### config.mk
export PLATFORM = sky130hd
export DESIGN_NAME = regbank_sb
export DESIGN_NICKNAME = d
export VERILOG_FILES = /design/src/rtl/regbank_sb.sv
export SDC_FILE = /design/constraint.sdc
export NUM_CORES = 2
export LEC_CHECK = 0
export ABC_AREA = 1
export CORE_ASPECT_RATIO = 0.6
export CORE_MARGIN = 4
export CORE_UTILIZATION = 55
export DETAILED_ROUTE_END_ITERATION = 6
export GPL_ROUTABILITY_DRIVEN = 0
export PLACE_DENSITY = 0.77
export SYNTH_ARGS = -nofsm -noshare
export SYNTH_HDL_FRONTEND = slang
export SYNTH_SLANG_ARGS = --single-unit
### constraint.sdc
create_clock -name clk -period 24.8 [get_ports clk]
set_input_delay 6.2 -clock clk [delete_from_list [all_inputs] [get_ports clk]]
set_output_delay 6.2 -clock clk [all_outputs]
set_load 0.02 [all_outputs]
### src/rtl/regbank_sb.sv
// Register bank with registered read ports, write forwarding,
// flush/hold of the read outputs and a pending-write scoreboard.
module regbank_sb #(
    parameter int DATA_W   = 32,
    parameter int ADDR_W   = 4,
    parameter int NRD      = 2,
    parameter int ZERO_REG = 1
) (
    input  logic                     clk,
    input  logic                     reset,
    input  logic [NRD*ADDR_W-1:0]    rd_addr,
    output logic [NRD*DATA_W-1:0]    rd_data,
    output logic [NRD-1:0]           rd_busy,
    input  logic                     hold,
    input  logic                     clear,
    input  logic                     wr_en,
    input  logic [ADDR_W-1:0]        wr_addr,
    input  logic [DATA_W-1:0]        wr_data,
    input  logic                     busy_set,
    input  logic [ADDR_W-1:0]        busy_addr
);

    localparam int NREGS = 1 << ADDR_W;
    localparam bit ZR    = (ZERO_REG != 0);

    logic [DATA_W-1:0]     regs_q [NREGS];
    logic [DATA_W-1:0]     regs_d [NREGS];
    logic [NREGS-1:0]      busy_q;
    logic [NREGS-1:0]      busy_d;
    logic [NRD*DATA_W-1:0] rd_data_q;
    logic [NRD*DATA_W-1:0] rd_data_d;
    logic [NRD-1:0]        rd_busy_q;
    logic [NRD-1:0]        rd_busy_d;
    logic                  wr_ok;
    logic [ADDR_W-1:0]     ra;

    assign wr_ok = wr_en && !(ZR && (wr_addr == '0));

    always_comb begin
        regs_d = regs_q;
        busy_d = busy_q;
        if (wr_ok) begin
            regs_d[wr_addr] = wr_data;
            busy_d[wr_addr] = 1'b0;
        end
        // A new issue follows the retiring write, so set overrides clear.
        if (busy_set) begin
            busy_d[busy_addr] = 1'b1;
        end
        if (ZR) begin
            busy_d[0] = 1'b0;
        end
    end

    always_comb begin
        rd_data_d = rd_data_q;
        rd_busy_d = rd_busy_q;
        ra        = '0;
        for (int i = 0; i < NRD; i++) begin
            ra = rd_addr[i*ADDR_W +: ADDR_W];
            if (clear) begin
                rd_data_d[i*DATA_W +: DATA_W] = '0;
                rd_busy_d[i]                  = 1'b0;
            end else if (hold) begin
                rd_data_d[i*DATA_W +: DATA_W] = rd_data_q[i*DATA_W +: DATA_W];
                rd_busy_d[i]                  = rd_busy_q[i];
            end else if (ZR && (ra == '0)) begin
                rd_data_d[i*DATA_W +: DATA_W] = '0;
                rd_busy_d[i]                  = 1'b0;
            end else if (wr_en && (wr_addr == ra)) begin
                rd_data_d[i*DATA_W +: DATA_W] = wr_data;
                rd_busy_d[i]                  = busy_d[ra];
            end else begin
                rd_data_d[i*DATA_W +: DATA_W] = regs_q[ra];
                rd_busy_d[i]                  = busy_d[ra];
            end
        end
    end

    always_ff @(posedge clk or posedge reset) begin
        if (reset) begin
            for (int n = 0; n < NREGS; n++) begin
                regs_q[n] <= '0;
            end
            busy_q    <= '0;
            rd_data_q <= '0;
            rd_busy_q <= '0;
        end else begin
            for (int n = 0; n < NREGS; n++) begin
                regs_q[n] <= regs_d[n];
            end
            busy_q    <= busy_d;
            rd_data_q <= rd_data_d;
            rd_busy_q <= rd_busy_d;
        end
    end

    assign rd_data = rd_data_q;
    assign rd_busy = rd_busy_q;

endmodule

==> summary.md <==
| Metric | Value |
|---|---|
| Most frequent cells in the layout | `nand2_1 (1133), o21ai_0 (724), dfrtp_1 (593)` |
| Initial antenna violation count | `2` |
| Core Area | `54400 um^2` |
| Fin Clk Skew | `0.0140 ns` |
| CP max stage delay | `0.92 ns` |
| Worst path required time | `25.35 ns` |
| Part of the cycle the worst path needs | `0.389` |
| Vias in the first global route | `28200` |
| Final hold slack | `0.379 ns` |
| Worst min path class | `reg -> reg` |
| Register area | `14800 um^2` |
| DR vias/cell | `6.54` |
| Area grow syn2layout | `9.43%` |
| Clock insertion delay at the later pin of the skew report | `0.62 ns` |
| H-tree depth | `2` |
| Hold buffer count at CTS | `0` |
| Row Count | `66` |
| CP Class | `in -> reg` |
| Max IR drop VDD | `0.0616 mV` |
| First-pass GRT wire length | `174000 um` |
| Post-Syn Nets | `4052` |
| Die Area | `59200 um^2` |
| Starting DRT DRC Count | `5747` |
| Max FO, Critical Path | `75` |
| Sequential area share after synthesis | `0.488` |
| Final HPWL DP | `60000 um` |
| Fill count | `4751` |
| Critical path data arrival time | `10.21 ns` |
| Via count | `30100` |
| Slew Limit Fails | `0` |
| Clock Root Buffer | `clkbuf_16` |
| Slew @ Worst Pin | `1.33 ns` |
| Total GRT Usage | `0.380` |
| Footprint of the multi-input gates | `13100 um^2` |
| Initial Util | `0.559` |
| Nature of the critical path startpoint | `input port` |
| Avg Cell Area, Syn | `7.61 um^2` |
| Clock tree sinks | `593` |
| Postcts setup bufs | `0` |
| Commonest non-fill, non-tap cell in the layout | `nand2_1` |
| Die height | `190 um` |
| Cell Area, Synth | `30400 um^2` |
| Min cycle time layout | `9.66 ns` |
| Critical Path End Type | `flip-flop` |
| Clock-pin slew on the worst setup and hold paths | `0.07 ns` |
| Post-route ant nets | `0` |
| #FFs+latches synth | `593` |
| CTS Buf Count | `52` |
| Number of cells upsized or downsized after cts | `0` |
| Final setup fails | `0` |
| CTS tree | `built` |
| Synth Instances | `3998` |
| Crit path cell chain | `buf_4 > inv_2 > nand2_4 > inv_2 > buf_4 > nand2_1 > a31oi_1 > o21ai_0 > nand2_1 > nand2_1 > nand2_1` |
| Static Leak | `15.5 nW` |
| Max-cap violations | `0` |
| IO Count | `120` |
| Library cells used by synthesis | `25` |
| Synth top area share | `0.488` |
| RSZ-0062 raised after global routing | `no` |
| Setup TNS | `0 ns` |
| Post-Route WL | `114000 um` |
| Fin. Hold Viols | `0` |
| Run status | `finished with violations` |
| Ys Warns | `0` |
| Yosys top cell by area | `dfrtp_1` |
| Synth top area cells | `dfrtp_1 (49%), nand2_1 (14%), o21ai_0 (12%), a21oi_1 (4.2%), inv_1 (3.3%)` |
| Worst slew margin | `0.114` |
| Most Frequent Cell on Critical Path | `nand2_1` |
| Port buffer count | `119` |
| Drt first pass iters | `7` |
| Gr ovfl total | `0` |
| CP max stage cell | `nand2_4` |
| Cell Pwr Density | `80.1 nW/um^2` |
| DIE WIDTH | `312 um` |
| Peak Freq | `104 MHz` |
| Residual DRC | `21` |
| Largest net degree at the start of global routing | `112` |
| Violated checks | `design-rule violations` |
| Nets | `3906` |
| Layout cells sized above 1 | `0.0473` |
| Max clock buf depth | `3` |
| WL/cell | `24.8 um` |
[sequential cells by signal, indices dropped and copies added, names as in the netlist]
name     cells
rd_data     64
rd_busy      2
regs_q     512
busy_q      15
[power by group]
group | switching, mW | leakage, nW | internal, mW
combinational | 0.334 | 6.98 | 0.175
sequential | 0.128 | 7.60 | 1.14
clock | 0.388 | 0.884 | 0.498
[metal layers]
| metal | GRT usage | wire [um] | part of all wire | vias to the layer above |
|---|---|---|---|---|
| met5 | 0 | 13 | 0.00011 | - |
| met4 | 0.153 | 5470 | 0.048 | 2 |
| met3 | 0.129 | 19000 | 0.17 | 418 |
| met1 | 0.543 | 44400 | 0.39 | 13900 |
| li1 | - | - | - | 13100 |
| met2 | 0.533 | 45400 | 0.40 | 2710 |
[logic make-up (layout without fill, tap and decap cells)]
| group | Yosys count | count (layout) | synth area share |
|---|---|---|---|
| AND/OR/NAND/NOR | 1457 | 1457 | 0.188 |
| AO/OA/AOI/OAI | 1297 | 1297 | 0.239 |
| buffers and inverters | 649 | 541 | 0.0844 |
| flip-flops | 593 | 593 | 0.488 |
| XOR/XNOR | 2 | 2 | 0.000576 |
| other | 0 | 1 | 0 |
[through the flow]
| stage | cells | util | instance area [um^2] | setup slack, ns | power [mW] |
|---|---|---|---|---|---|
| final | 4605 | 0.612 | 33300 | 15.14 | 2.67 |
| after CTS | 4604 | 0.611 | 33300 | 15.48 | 2.64 |
| after global placement | 4512 | 0.578 | 31500 | 14.96 | 1.75 |
| after global routing | 4604 | 0.611 | 33300 | 15.23 | 2.78 |
| after floorplan | 3998 | - | 30400 | 2.00 | 1.60 |
| after detailed placement | 4512 | 0.578 | 31500 | 14.85 | 1.77 |
[cell usage after synthesis]
cell / number
a21boi_0: 1
buf_1: 30
o22ai_1: 58
nand2_1: 1144
inv_1: 266
o21ai_1: 28
xnor2_1: 2
a21oi_1: 258
nor2_4: 1
nand3_1: 105
a22oi_1: 9
buf_2: 83
a221oi_1: 6
nand2_2: 1
a31oi_1: 3
buf_4: 7
clkbuf_1: 253
dfrtp_1: 593
o221ai_1: 71
o21ai_0: 724
nor2_1: 167
o211ai_1: 98
nand4_1: 39
inv_2: 10
o2111ai_1: 41
[path summary, 6_finish.rpt]
check,start,to,slack [ns],depth (start not counted)
min in group asynchronous,reset,regs_q[288]$_DFFE_PP0P_,6.17,2
hold / removal,regs_q[509]$_DFFE_PP0P_,regs_q[509]$_DFFE_PP0P_,0.38,0
hold reg to reg,regs_q[509]$_DFFE_PP0P_,regs_q[509]$_DFFE_PP0P_,0.38,0
max in group asynchronous,reset,regs_q[208]$_DFFE_PP0P_,16.19,4
setup reg to reg,regs_q[405]$_DFFE_PP0P_,rd_data[21]$_DFFE_PP0P_,23.23,8
setup / recovery,rd_addr[5],rd_data[35]$_DFFE_PP0P_,15.14,11
[final cells by class]
| class | instances | share of cell area |
|---|---|---|
| flip-flops and latches | 593 | 0.446 |
| multi-input cells | 2756 | 0.394 |
| repair buffers | 173 | 0.0473 |
| clock buffers | 77 | 0.0471 |
| inverters | 276 | 0.0314 |
| well taps | 714 | 0.0268 |
| clock inverters | 15 | 0.00714 |
| diodes | 1 | 0.0000752 |
[critical path: cells and delay by family]
kind,cells,cell delay [ns]
AO/OA/AOI/OAI,2,0.34
AND/OR/NAND/NOR,5,1.23
buffers and inverters,4,2.35
(Power assumes the default switching activity.)
